### src/rtl/mem_port_arbiter_if.sv
// Bundle of requester handshakes and the memory data port shared by mem_port_arbiter.
// Master side is the requesters plus the memory; slave side is the arbiter.
interface mem_port_arbiter_if #(
  parameter int WORD_SIZE  = 32,
  parameter int ADDR_WIDTH = 8
);
  logic                  req0_valid;
  logic                  req0_we;
  logic [ADDR_WIDTH-1:0] req0_addr;
  logic [WORD_SIZE-1:0]  req0_wdata;
  logic                  req0_ready;
  logic                  req1_valid;
  logic                  req1_we;
  logic [ADDR_WIDTH-1:0] req1_addr;
  logic [WORD_SIZE-1:0]  req1_wdata;
  logic                  req1_ready;
  logic                  resp0_valid;
  logic                  resp1_valid;
  logic [WORD_SIZE-1:0]  resp_rdata;
  logic                  mem_write_en;
  logic [ADDR_WIDTH-1:0] mem_addr;
  logic [WORD_SIZE-1:0]  mem_wdata;
  logic [WORD_SIZE-1:0]  mem_rdata;

  modport slave (
    input  req0_valid, req0_we, req0_addr, req0_wdata,
    input  req1_valid, req1_we, req1_addr, req1_wdata,
    input  mem_rdata,
    output req0_ready, req1_ready, resp0_valid, resp1_valid, resp_rdata,
    output mem_write_en, mem_addr, mem_wdata
  );

  modport master (
    output req0_valid, req0_we, req0_addr, req0_wdata,
    output req1_valid, req1_we, req1_addr, req1_wdata,
    output mem_rdata,
    input  req0_ready, req1_ready, resp0_valid, resp1_valid, resp_rdata,
    input  mem_write_en, mem_addr, mem_wdata
  );
endinterface

### src/rtl/mem_port_arbiter.sv
// Round-robin arbiter sharing the CPU memory data port between the load/store
// path (requester 0) and the DMA/debug loader (requester 1), one access per two cycles.
module mem_port_arbiter #(
  parameter int WORD_SIZE  = 32,
  parameter int ADDR_WIDTH = 8
) (
  input logic           clk,
  input logic           rst,
  mem_port_arbiter_if.slave bus
);
  typedef enum logic [0:0] {
    ST_IDLE   = 1'b0,
    ST_ACCESS = 1'b1
  } state_t;

  state_t                state_r;
  state_t                state_s;
  logic                  rr_ptr_r;
  logic                  owner_r;
  logic                  grant0_s;
  logic                  grant1_s;
  logic                  accept_s;
  logic                  mem_write_en_r;
  logic [ADDR_WIDTH-1:0] mem_addr_r;
  logic [WORD_SIZE-1:0]  mem_wdata_r;
  logic [WORD_SIZE-1:0]  resp_rdata_r;
  logic                  resp0_valid_r;
  logic                  resp1_valid_r;

  // Grant selection; rst gating keeps ready low while reset is held.
  always_comb begin
    grant0_s = 1'b0;
    grant1_s = 1'b0;
    if ((state_r == ST_IDLE) && rst) begin
      case ({bus.req1_valid, bus.req0_valid})
        2'b01: grant0_s = 1'b1;
        2'b10: grant1_s = 1'b1;
        2'b11: begin
          grant0_s = ~rr_ptr_r;
          grant1_s = rr_ptr_r;
        end
        default: begin
          grant0_s = 1'b0;
          grant1_s = 1'b0;
        end
      endcase
    end else begin
      grant0_s = 1'b0;
      grant1_s = 1'b0;
    end
    accept_s = grant0_s | grant1_s;
  end

  // Next-state logic: ACCESS always lasts exactly one cycle.
  always_comb begin
    state_s = state_r;
    case (state_r)
      ST_IDLE: begin
        if (accept_s) begin
          state_s = ST_ACCESS;
        end else begin
          state_s = ST_IDLE;
        end
      end
      ST_ACCESS: state_s = ST_IDLE;
      default:   state_s = ST_IDLE;
    endcase
  end

  // State, fairness pointer and transaction owner.
  always_ff @(posedge clk or negedge rst) begin
    if (!rst) begin
      state_r  <= ST_IDLE;
      rr_ptr_r <= 1'b0;
      owner_r  <= 1'b0;
    end else begin
      state_r <= state_s;
      if (accept_s) begin
        rr_ptr_r <= ~grant1_s;
        owner_r  <= grant1_s;
      end
    end
  end

  // Memory port drive and response capture; a reset in ACCESS drops the write.
  always_ff @(posedge clk or negedge rst) begin
    if (!rst) begin
      mem_write_en_r <= 1'b0;
      mem_addr_r     <= {ADDR_WIDTH{1'b0}};
      mem_wdata_r    <= {WORD_SIZE{1'b0}};
      resp_rdata_r   <= {WORD_SIZE{1'b0}};
      resp0_valid_r  <= 1'b0;
      resp1_valid_r  <= 1'b0;
    end else begin
      resp0_valid_r <= 1'b0;
      resp1_valid_r <= 1'b0;
      if (state_r == ST_IDLE) begin
        if (accept_s) begin
          mem_addr_r     <= grant1_s ? bus.req1_addr  : bus.req0_addr;
          mem_wdata_r    <= grant1_s ? bus.req1_wdata : bus.req0_wdata;
          mem_write_en_r <= grant1_s ? bus.req1_we    : bus.req0_we;
        end
      end else begin
        if (!mem_write_en_r) begin
          resp_rdata_r <= bus.mem_rdata;
        end
        mem_write_en_r <= 1'b0;
        resp0_valid_r  <= ~owner_r;
        resp1_valid_r  <= owner_r;
      end
    end
  end

  assign bus.req0_ready   = grant0_s;
  assign bus.req1_ready   = grant1_s;
  assign bus.mem_write_en = mem_write_en_r;
  assign bus.mem_addr     = mem_addr_r;
  assign bus.mem_wdata    = mem_wdata_r;
  assign bus.resp_rdata   = resp_rdata_r;
  assign bus.resp0_valid  = resp0_valid_r;
  assign bus.resp1_valid  = resp1_valid_r;
endmodule

### src/flat_wrapper.sv
// flat-port wrapper written by rule: the top's interface ports become plain ports
module mem_port_arbiter_flat 
#(
  parameter int WORD_SIZE  = 32,
  parameter int ADDR_WIDTH = 8
)
  (clk, rst, bus_req0_valid, bus_req0_we, bus_req0_addr, bus_req0_wdata, bus_req1_valid, bus_req1_we, bus_req1_addr, bus_req1_wdata, bus_mem_rdata, bus_req0_ready, bus_req1_ready, bus_resp0_valid, bus_resp1_valid, bus_resp_rdata, bus_mem_write_en, bus_mem_addr, bus_mem_wdata);
  mem_port_arbiter_if #(.WORD_SIZE(WORD_SIZE), .ADDR_WIDTH(ADDR_WIDTH)) bus_i ();
  input logic clk;
  input logic rst;
  input wire logic [$bits(bus_i.req0_valid)-1:0] bus_req0_valid;
  input wire logic [$bits(bus_i.req0_we)-1:0] bus_req0_we;
  input wire logic [$bits(bus_i.req0_addr)-1:0] bus_req0_addr;
  input wire logic [$bits(bus_i.req0_wdata)-1:0] bus_req0_wdata;
  input wire logic [$bits(bus_i.req1_valid)-1:0] bus_req1_valid;
  input wire logic [$bits(bus_i.req1_we)-1:0] bus_req1_we;
  input wire logic [$bits(bus_i.req1_addr)-1:0] bus_req1_addr;
  input wire logic [$bits(bus_i.req1_wdata)-1:0] bus_req1_wdata;
  input wire logic [$bits(bus_i.mem_rdata)-1:0] bus_mem_rdata;
  output wire logic [$bits(bus_i.req0_ready)-1:0] bus_req0_ready;
  output wire logic [$bits(bus_i.req1_ready)-1:0] bus_req1_ready;
  output wire logic [$bits(bus_i.resp0_valid)-1:0] bus_resp0_valid;
  output wire logic [$bits(bus_i.resp1_valid)-1:0] bus_resp1_valid;
  output wire logic [$bits(bus_i.resp_rdata)-1:0] bus_resp_rdata;
  output wire logic [$bits(bus_i.mem_write_en)-1:0] bus_mem_write_en;
  output wire logic [$bits(bus_i.mem_addr)-1:0] bus_mem_addr;
  output wire logic [$bits(bus_i.mem_wdata)-1:0] bus_mem_wdata;
  assign bus_i.req0_valid = bus_req0_valid;
  assign bus_i.req0_we = bus_req0_we;
  assign bus_i.req0_addr = bus_req0_addr;
  assign bus_i.req0_wdata = bus_req0_wdata;
  assign bus_i.req1_valid = bus_req1_valid;
  assign bus_i.req1_we = bus_req1_we;
  assign bus_i.req1_addr = bus_req1_addr;
  assign bus_i.req1_wdata = bus_req1_wdata;
  assign bus_i.mem_rdata = bus_mem_rdata;
  assign bus_req0_ready = bus_i.req0_ready;
  assign bus_req1_ready = bus_i.req1_ready;
  assign bus_resp0_valid = bus_i.resp0_valid;
  assign bus_resp1_valid = bus_i.resp1_valid;
  assign bus_resp_rdata = bus_i.resp_rdata;
  assign bus_mem_write_en = bus_i.mem_write_en;
  assign bus_mem_addr = bus_i.mem_addr;
  assign bus_mem_wdata = bus_i.mem_wdata;
  mem_port_arbiter #(.WORD_SIZE(WORD_SIZE), .ADDR_WIDTH(ADDR_WIDTH)) u_core (.clk(clk), .rst(rst), .bus(bus_i));
endmodule
### config.mk
export PLATFORM = sky130hd
export DESIGN_NAME = mem_port_arbiter_flat
export DESIGN_NICKNAME = d
export VERILOG_FILES = /design/src/rtl/mem_port_arbiter_if.sv /design/src/rtl/mem_port_arbiter.sv /design/src/flat_wrapper.sv
export SDC_FILE = /design/constraint.sdc
export NUM_CORES = 1
export LEC_CHECK = 0
export ABC_AREA = 1
export BUFFER_PORTS_ARGS = -buffer_cell sky130_fd_sc_hd__buf_2
export CAP_MARGIN = 20
export CORE_ASPECT_RATIO = 0.75
export CORE_MARGIN = 2
export CORE_UTILIZATION = 35
export CTS_CLUSTER_SIZE = 30
export DETAILED_ROUTE_END_ITERATION = 12
export PLACE_DENSITY = 0.66
export SLEW_MARGIN = 15
export SYNTH_ARGS = -nofsm -noshare
export SYNTH_HDL_FRONTEND = slang
export SYNTH_SLANG_ARGS = --single-unit
### constraint.sdc
create_clock -name clk -period 1.62 [get_ports clk]
set_input_delay 0.243 -clock clk [delete_from_list [all_inputs] [get_ports clk]]
set_output_delay 0.243 -clock clk [all_outputs]
set_load 0.02 [all_outputs]
Word-level counts from Yosys, hierarchy flattened
Index checks and enable logic that the tools add are counted.
Word-level totals
  latch bits: 0
  output and inout bits: 77
  logic and storage cells: 35
  memories: 0
  input bits: 118
  bits in registers: 78
  bits in writable memories: 0
  ROM bits: 0
Operators by class
  bitwise logic cells: 6
  muxes and demuxes: 13
  shift operators: 0
  equality and inequality tests: 3
  multipliers: 0
  reduce and logical (&&, ||, !) cells: 4
  divide/modulo/power cells: 0
  add/sub/neg operators: 0
  magnitude comparators: 0
Operator list (number)
  $mux 32: 1
  $mux 1: 8
  $mux 8: 1
  $pmux 1 s2: 3
  $not 1->1: 5
  $eq 2x2->1 const B: 2
  $reduce_and 2->1: 2
  $eq 2x1->1 const B: 1
  $reduce_bool 2->1: 1
  $logic_and 1x1->1: 1
  $or 1x1->1: 1

Longest topological paths before layout
Gate-level depths: netlist of run 1.
  depth after elaboration: 6
  depth in mapped cells: 7

Worst setup path after synthesis of run 1
OpenSTA, ideal clock, no wires.
  kind: flip-flop to output port
  start: register u_core.state_r
  end: output port bus_req1_ready
  cell stages (with the launch flop): 5
  slack: 0.325 ns
  arrival time: 1.052 ns
  required time: 1.377 ns
  path through: dfrtp_1 -> buf_6 -> inv_4 -> nand3_2 -> a21oi_1
On the way
  word-level cells in the longest chain between the ends: 3
Ends and longest elaborated chain
  from (decl): line mem_port_arbiter.sv:16  | state_t state_r;
  from (signal assigned): line mem_port_arbiter.sv:77  | state_r <= state_s;
  $not 1->1
  $logic_and 1x1->1: line mem_port_arbiter.sv:34  | if ((state_r == ST_IDLE) && rst) begin
  $mux 1: line mem_port_arbiter.sv:34
  to (decl): line flat_wrapper.sv:21  | output wire logic [$bits(bus_i.req1_ready)-1:0] bus_req1_ready;
Every way passes these cells.

Worst setup path after layout of run 1
  start: register u_core.state_r
  end: output port bus_req0_ready
On the way
  word-level cells in the longest chain between the ends: 3
Ends and longest elaborated chain
  $not 1->1
  $logic_and 1x1->1: line mem_port_arbiter.sv:34
  $mux 1: line mem_port_arbiter.sv:34
  to (decl): line flat_wrapper.sv:20  | output wire logic [$bits(bus_i.req0_ready)-1:0] bus_req0_ready;
Every way passes these cells.

==> results of run 1 <==
cell families (layout without fill, tap and decap cells):
family,after synthesis,count (layout),synth area share [%]
buf+inv,45,237,6.52
flops,78,78,55.6
compound gates,2,2,0.285
simple gates,274,274,37.6
per-stage QoR:
stage / cells / instance area [sq um]
detailed placement: 706 / 4590
global route: 723 / 4910
floorplan: 399 / 3510
global placement: 706 / 4590
finish: 723 / 4910
CTS: 723 / 4900
registers in the layout, indices dropped and copies added, names as in the netlist:
signal and count:
u_core.bus.mem_wdata 32, u_core.bus.resp_rdata 32, u_core.bus.mem_addr 8, u_core.bus.mem_write_en 1
u_core.bus.resp0_valid 1, u_core.bus.resp1_valid 1, u_core.owner_r 1, u_core.rr_ptr_r 1
u_core.state_r 1
worst max-delay path by stage:
stage	from	to	slack (ns)	cells past startpoint
detailed placement	u_core.state_r	u_core.bus.mem_wdata[25]	0.30	6
global placement	u_core.state_r	u_core.rr_ptr_r	0.34	5
finish	u_core.state_r	bus_req0_ready	0.09	4
CTS	u_core.state_r	bus_req1_ready	0.01	4
global route	u_core.state_r	bus_req1_ready	0.005	4
floorplan	u_core.state_r	bus_req1_ready	0.32	4
Yosys cell counts (2+ instances only):
cell,instances,area share [%]
buf_2,16,2.3
buf_6,5,1.6
clkbuf_1,14,1.5
dfrtp_1,78,56
inv_1,8,0.86
nand2_1,113,12
nand3_1,113,16
nand4_1,42,7.5
nor2_1,2,0.21
layout make-up:
cell class	instances	area [sq um]
inverter	10	40.0
clock buffer	10	229
clock inverter	6	70.1
sequential	78	1950
tap	132	165
fill	918	4780
timing repair buffer	211	1120
multi-input combinational	276	1330
where the power goes:
group / switching [uW] / internal [uW]
combinational: 1400 / 745
clock: 811 / 1200
sequential: 269 / 2430
layer usage:
layer / wire length [microns] / vias up / track usage (%) / share of wire (%)
met1: 4680 / 1675 / 26.7 / 43
met5: 0 / - / 0 / 0
met3: 978 / 16 / 5.87 / 9.1
li1: - / 1748 / - / -
met4: 190 / 0 / 6.76 / 1.8
met2: 4950 / 192 / 32.4 / 46
what timing repair did:
item / 4_1_cts / 5_1_grt
endpoints found under the hold margin: 3 / 0
setup endpoints to repair: 1 / 1
hold buffers: 1 / 0
gates cloned: 0 / 0
resized for setup: 1 / 3
==> impl_metrics.yaml, run 1 <==
critical_path:
  cp_top_family: "flip-flops"
  r2r_cells: 6
  r2r_slack_ns: 0.33
  path_class: "register to primary output"
  cp_cell_sequence: "inv_4 > nand3_4 > nor2_8 > buf_2"
  cp_slowest_cell: "dfrtp_2"
  slowest_delay_ns: 0.46
  timing.rr.end: "u_core.bus.mem_wdata[25]"
  critPathBufInv: 2
  r2r_start: "u_core.state_r"
  required_ns: 1.38
  cp_max_fo: 5
  start_kind: "register"
  arrival_ns: 1.29
  critical_path.endpoint_type: "primary output"
clock_tree:
  numCtsBuffers: 9
  cts-htree-levels: 3
  post_cts_buffers: 0
  cts_tree: "built"
  clockBufferDepth: 2
  cts_root_buf: "clkbuf_16"
  clock_latency_ns: 0.33
  path_clk_slew_ns: 0.06
  clock-sinks: 78
timing:
  fmax_mhz: 654
  rsz0062_at_grt: "no"
  whs_ns: -0.00187
  worstMarginPinSlew_ns: 0.441
  setup_slack_ns: 0.0909
  fin_crit_sh_pct: 94.4
  worst_slew_margin_rel_pct: 70.6
  min_period_ns: 1.53
  tns_ns: 0
  drv_slew: 0
  hold_viol: 3
  setup_viol: 0
  finClkSkew_ns: 0.00507
synthesis:
  syn_inst: 399
  ys_types: 17
  synthFlopType: "dfrtp_1"
  syn_nets: 517
  synth-async-reset-ratio_pct: 100
  synth_edf_count: 0
  ys_warn_count: 0
  ys_seq_area_share_pct: 55.6
  syn_area_per_cell_sq_um: 8.80
  syn-cell-area_sq_um: 3510
  synth.ff_latch_count: 78
placed_design:
  io_buffers: 194
  dp_slack_ns: 0.302
  place_congestion: 0.768
  place_hpwl_microns: 7710
cells_and_area:
  area_growth_pct: 40.0
  layout_common_cells: "192 x buf_2, 113 x nand2_1, 113 x nand3_1"
  final_common_cell: "buf_2"
  final_util_pct: 50.7
  nets: 704
  drive_above_1_share_pct: 39.3
  antenna_cells: 0
route:
  wirelength_microns: 10800
  drc_errors: 0
  ant_nets: 0
  dr_total_vias: 3631
  first_pass_iters: 5
  via_per_inst: 5.02
  wl_per_cell_microns: 14.9
  drtIter0Drc: 236
power_and_ir_drop:
  ir_drop_uv: 482
  total_power_uw: 6860
  p_leak_uw: 0.00269
  p_per_area_nw_per_um2: 1400
global_route:
  antenna_found_initial: 0
  grt_max_degree: 76
  grt_pass1_vias: 3638
  grt_pass1_wl_microns: 17700
  grt_usage_pct: 20.4
  overflow: 0
floorplanning:
  die_area_sq_um: 10900
  die_y_microns: 90.7
  num_rows: 31
  coreArea_sq_um: 9700
  io_pins: 195
  initial_utilization_pct: 36.2
  die_x_microns: 120
flow_run:
  maxCapViolCount: 0
worst_hold_path:
  min_path_type: "primary input to async pin"
run_status:
  status: "complete, but fails checks"
  violations: "hold timing"
Note: power is estimated with default switching activity, not from simulation.
==> run 2, diff against run 1 <==
--- a/config.mk
+++ b/config.mk
@@ -13,7 +13,9 @@
 export CORE_UTILIZATION = 35
 export CTS_CLUSTER_SIZE = 30
 export DETAILED_ROUTE_END_ITERATION = 12
+export HOLD_SLACK_MARGIN = 0.08
 export PLACE_DENSITY = 0.66
+export REMOVE_ABC_BUFFERS = 1
 export SLEW_MARGIN = 15
 export SYNTH_ARGS = -nofsm -noshare
 export SYNTH_HDL_FRONTEND = slang
==> impl_metrics.yaml, run 2 (synthesis results as in run 1) <==
critical_path:
  r2r_cells: 7
  required_ns: 1.38
  slowest_delay_ns: 0.45
  cp-endpoint: "bus_req0_ready"
  path_class: "register to primary output"
  r2r_start: "u_core.state_r"
  cp_max_fo: 5
  cp_slowest_cell: "dfrtp_2"
  r2r_slack_ns: 0.20
  critical_path.endpoint_type: "primary output"
  crit_start: "u_core.state_r"
  arrival_ns: 1.29
  cp_cell_sequence: "inv_4 > nand3_4 > nor2_8 > buf_4"
  timing.rr.end: "u_core.bus.mem_wdata[22]"
  start_kind: "register"
route:
  first_pass_iters: 5
  drc_errors: 0
  wl_per_cell_microns: 14.7
  ant_nets: 0
  via_per_inst: 5.01
  dr_total_vias: 3627
  wirelength_microns: 10600
  drtIter0Drc: 182
cells_and_area:
  layout.cells.non_filler: 724
  area_growth_pct: 41.9
  nets: 704
  drive_above_1_share_pct: 38.9
  layout_common_cells: "191 x buf_2, 113 x nand2_1, 113 x nand3_1"
  final_common_cell: "buf_2"
global_route:
  antenna_found_initial: 1
  grt_max_degree: 42
  grt_pass1_vias: 3608
  grt_pass1_wl_microns: 17100
  grt_usage_pct: 19.7
  overflow: 0
timing:
  hold_viol: 0
  drv_slew: 0
  rsz0062_at_grt: "no"
  fmax_mhz: 651
  whs_ns: 0.0686
  worst_slew_margin_rel_pct: 65.4
  setup_slack_ns: 0.0839
  worstMarginPinSlew_ns: 0.518
  setup_viol: 0
  fin_crit_sh_pct: 94.8
  min_period_ns: 1.54
  finClkSkew_ns: 0.00452
clock_tree:
  cts_root_buf: "clkbuf_16"
  clock-sinks: 78
  clock_latency_ns: 0.33
  cts-htree-levels: 3
  numCtsBuffers: 9
  path_clk_slew_ns: 0.06
  clockBufferDepth: 2
  cts_tree: "built"
placed_design:
  place_congestion: 0.766
  dp_slack_ns: 0.248
  dp.cells: 704
  place_hpwl_microns: 7400
  io_buffers: 194
floorplanning:
  io_pins: 195
  num_rows: 31
  die_area_sq_um: 10900
  die_x_microns: 120
  die_y_microns: 90.7
  initial_utilization_pct: 36.2
  coreArea_sq_um: 9700
worst_hold_path:
  min_path_type: "primary input to async pin"
flow_run:
  maxCapViolCount: 0
power_and_ir_drop:
  total_power_uw: 7180
  p_per_area_nw_per_um2: 1440
  ir_drop_uv: 597
  p_leak_uw: 0.00273
run_status:
  status: "finished, final reports clean"
[run 2: cell types whose count changed in the layout (fill, tap and decap cells not counted), moves of 2 or more]
cell,previous run,this run
clkbuf_8,0,2
bufinv_16,1,3
inv_6,2,0
clkinvlp_4,3,0
[run 2: layer usage]
metal / vias to the layer above / wire length (microns) / part of all wire, % / track usage (%)
met4: 2 / 210 / 2.0 / 8.24
met3: 24 / 866 / 8.2 / 6.12
met1: 1696 / 4560 / 43 / 25.2
met5: - / 13 / 0.12 / 0
li1: 1746 / - / - / -
met2: 159 / 4970 / 47 / 31.0
[run 2: final cells by class]
cell class	count	area, sq um
fill	971	4720
sequential	78	1950
multi-input combinational	276	1330
timing repair buffer	211	1140
clock buffer	13	260
tap	132	165
clock inverter	3	90.1
inverter	10	40.0
antenna	1	2.50
[run 2: power by group]
part	internal (uW)	switching, uW
sequential	2430	268
clock	1590	742
combinational	751	1400
total	4770	2410
[run 2: through the flow]
stage / cell area, sq um / TNS (ns) / util, %
after floorplan: 3320 / -24.18 / -
after global placement: 4590 / 0 / 47.3
after detailed placement: 4590 / 0 / 47.3
after CTS: 4970 / 0 / 51.3
after global routing: 4980 / 0 / 51.3
final: 4980 / 0 / 51.4
[run 2: repair_timing]
item | 4_1_cts | 5_1_grt
endpoints found under the setup margin | 2 | 2
pin swaps | 1 | 0
hold endpoints to repair | 4 | 0
resized for setup | 2 | 2
hold buffers | 2 | 0
buffers inserted | 1 | 0
[run 2: worst min-delay path by stage]
stage | from | end | slack, ns | depth (start not counted)
after floorplan | rst | u_core.bus.mem_addr[0] | -0.05 | 0
after global placement | rst | u_core.owner_r | 0.08 | 1
after detailed placement | rst | u_core.owner_r | 0.09 | 1
after CTS | rst | u_core.bus.resp_rdata[22] | 0.08 | 2
after global routing | rst | u_core.bus.resp_rdata[22] | 0.11 | 2
final | rst | u_core.bus.resp_rdata[22] | 0.07 | 2
[run 2: critical path: cells and delay by family, from the launching register on]
family                 cells  cell delay (ns)
buffers and inverters      2             0.24
DFF                        1             0.45
and+or+nand+nor            2             0.28
==> run 3, diff against run 2 <==
--- a/config.mk
+++ b/config.mk
@@ -8,7 +8,7 @@
 export ABC_AREA = 1
 export BUFFER_PORTS_ARGS = -buffer_cell sky130_fd_sc_hd__buf_2
 export CAP_MARGIN = 20
-export CORE_ASPECT_RATIO = 0.75
+export CORE_ASPECT_RATIO = 0.8
 export CORE_MARGIN = 2
 export CORE_UTILIZATION = 35
 export CTS_CLUSTER_SIZE = 30
==> impl_metrics.yaml, run 3 (synthesis results as in run 1) <==
run_status:
  status: "finished, final reports clean"
flow_run:
  maxCapViolCount: 0
cells_and_area:
  layout.cells.non_filler: 727
  drive_above_1_share_pct: 39.1
  final_common_cell: "buf_2"
  nets: 704
  fillers: 956
  area_growth_pct: 40.7
  antenna_cells: 0
  layout_common_cells: "192 x buf_2, 113 x nand2_1, 113 x nand3_1"
worst_hold_path:
  min_path_type: "primary input to register"
  whs_endpoint: "u_core.bus.mem_wdata[26]"
  worstHoldStart: "bus_req0_wdata[26]"
  hold_depth: 3
placed_design:
  place_congestion: 0.802
  place_hpwl_microns: 7270
  dp_slack_ns: 0.0582
  dp.cells: 707
  io_buffers: 194
route:
  ant_nets: 0
  via_per_inst: 5.06
  wirelength_microns: 11400
  dr_total_vias: 3678
  drc_errors: 0
  drtIter0Drc: 226
  wl_per_cell_microns: 15.7
  first_pass_iters: 5
timing:
  rsz0062_at_grt: "no"
  fmax_mhz: 653
  setup_slack_ns: 0.0897
  whs_ns: 0.120
  drv_slew: 0
  fin_crit_sh_pct: 94.5
  worstMarginPinSlew_ns: 0.995
  setup_viol: 0
  hold_viol: 0
  worst_slew_margin_rel_pct: 33.7
  min_period_ns: 1.53
  finClkSkew_ns: 0.00821
global_route:
  grt_pass1_vias: 3511
  overflow: 0
  grt_max_degree: 77
  grt_pass1_wl_microns: 17700
  grt_usage_pct: 21.0
  antenna_found_initial: 0
clock_tree:
  clock_latency_ns: 0.33
  cts_tree: "built"
  path_clk_slew_ns: 0.06
  clock-sinks: 78
  numCtsBuffers: 9
  cts-htree-levels: 3
  cts_root_buf: "clkbuf_16"
  clockBufferDepth: 2
critical_path:
  arrival_ns: 1.29
  r2r_start: "u_core.state_r"
  timing.rr.end: "u_core.bus.mem_write_en"
  cp_max_fo: 3
  path_class: "register to primary output"
  r2r_slack_ns: 0.22
  critical_path.endpoint_type: "primary output"
  start_kind: "register"
  required_ns: 1.38
  r2r_cells: 6
power_and_ir_drop:
  p_leak_uw: 0.00270
  total_power_uw: 6860
  p_per_area_nw_per_um2: 1390
  ir_drop_uv: 522
floorplanning:
  die_x_microns: 116
  io_pins: 195
  num_rows: 32
  coreArea_sq_um: 9690
  die_area_sq_um: 10800
  initial_utilization_pct: 36.2
  die_y_microns: 93.6
[run 3: cell types whose count changed in the layout (fill, tap and decap cells not counted), moves of 2 or more]
cell / previous run / this run
clkbuf_8: 2 / 0
buf_4: 16 / 13
nor2_4: 1 / 3
bufinv_16: 3 / 1
clkinvlp_4: 0 / 3
clkinv_2: 0 / 2
[run 3: area by class of cell]
| type | count | area [sq um] | share of cell area (%) |
|---|---|---|---|
| Sequential cell | 78 | 1950 | 39.5 |
| Multi-Input combinational cell | 278 | 1360 | 27.4 |
| Clock buffer | 10 | 229 | 4.64 |
| Tap cell | 136 | 170 | 3.45 |
| Inverter | 10 | 40.0 | 0.811 |
| Timing Repair Buffer | 209 | 1130 | 22.9 |
| Clock inverter | 6 | 62.6 | 1.27 |
[run 3: worst max path at each step]
stage / depth (start not counted) / to / slack (ns) / start
global route: 5 / bus_req1_ready / 0.007 / u_core.state_r
detailed placement: 5 / bus_req0_ready / 0.06 / bus_req1_valid
global placement: 5 / bus_req0_ready / 0.08 / bus_req1_valid
finish: 5 / bus_req1_ready / 0.09 / u_core.state_r
CTS: 5 / bus_req1_ready / 0.009 / u_core.state_r
floorplan: 3 / bus_req1_ready / -0.55 / u_core.state_r
[run 3: per-stage QoR]
step	area (sq um)	setup TNS [ns]	util, %
after global placement	4600	0	47.5
after detailed placement	4600	0	47.5
after floorplan	3320	-24.18	-
final	4940	0	51.0
after global routing	4940	0	51.0
after CTS	4930	0	50.9
[run 3: worst max-delay path, cell delays in order (launching register included)]
cell and delay [ns]:
dfrtp_1 0.41, inv_4 0.07, buf_4 0.11, nand3_2 0.08, a21oi_2 0.14, buf_4 0.16
[run 3: power by group]
part,internal (uW),total (uW),switching (uW),leakage [uW]
combinational,761,2200,1440,0.00159
sequential,2430,2690,264,0.000972
clock,1190,1970,780,0.000134
[run 3: per-layer routing]
layer | share of wire, % | track usage [%] | up-vias
met5 | 0 | 0 | -
met4 | 0.61 | 4.27 | 0
met3 | 9.6 | 5.83 | 9
met2 | 46 | 34.6 | 194
li1 | - | - | 1750
met1 | 44 | 27.7 | 1725
[run 3: repair_timing]
item / CTS / global route
resized for setup: 0 / 2
buffers inserted: 1 / 0
hold buffers: 1 / 0
setup endpoints to repair: 1 / 1
pin swaps: 1 / 0
hold endpoints to repair: 2 / 0
gates cloned: 2 / 0
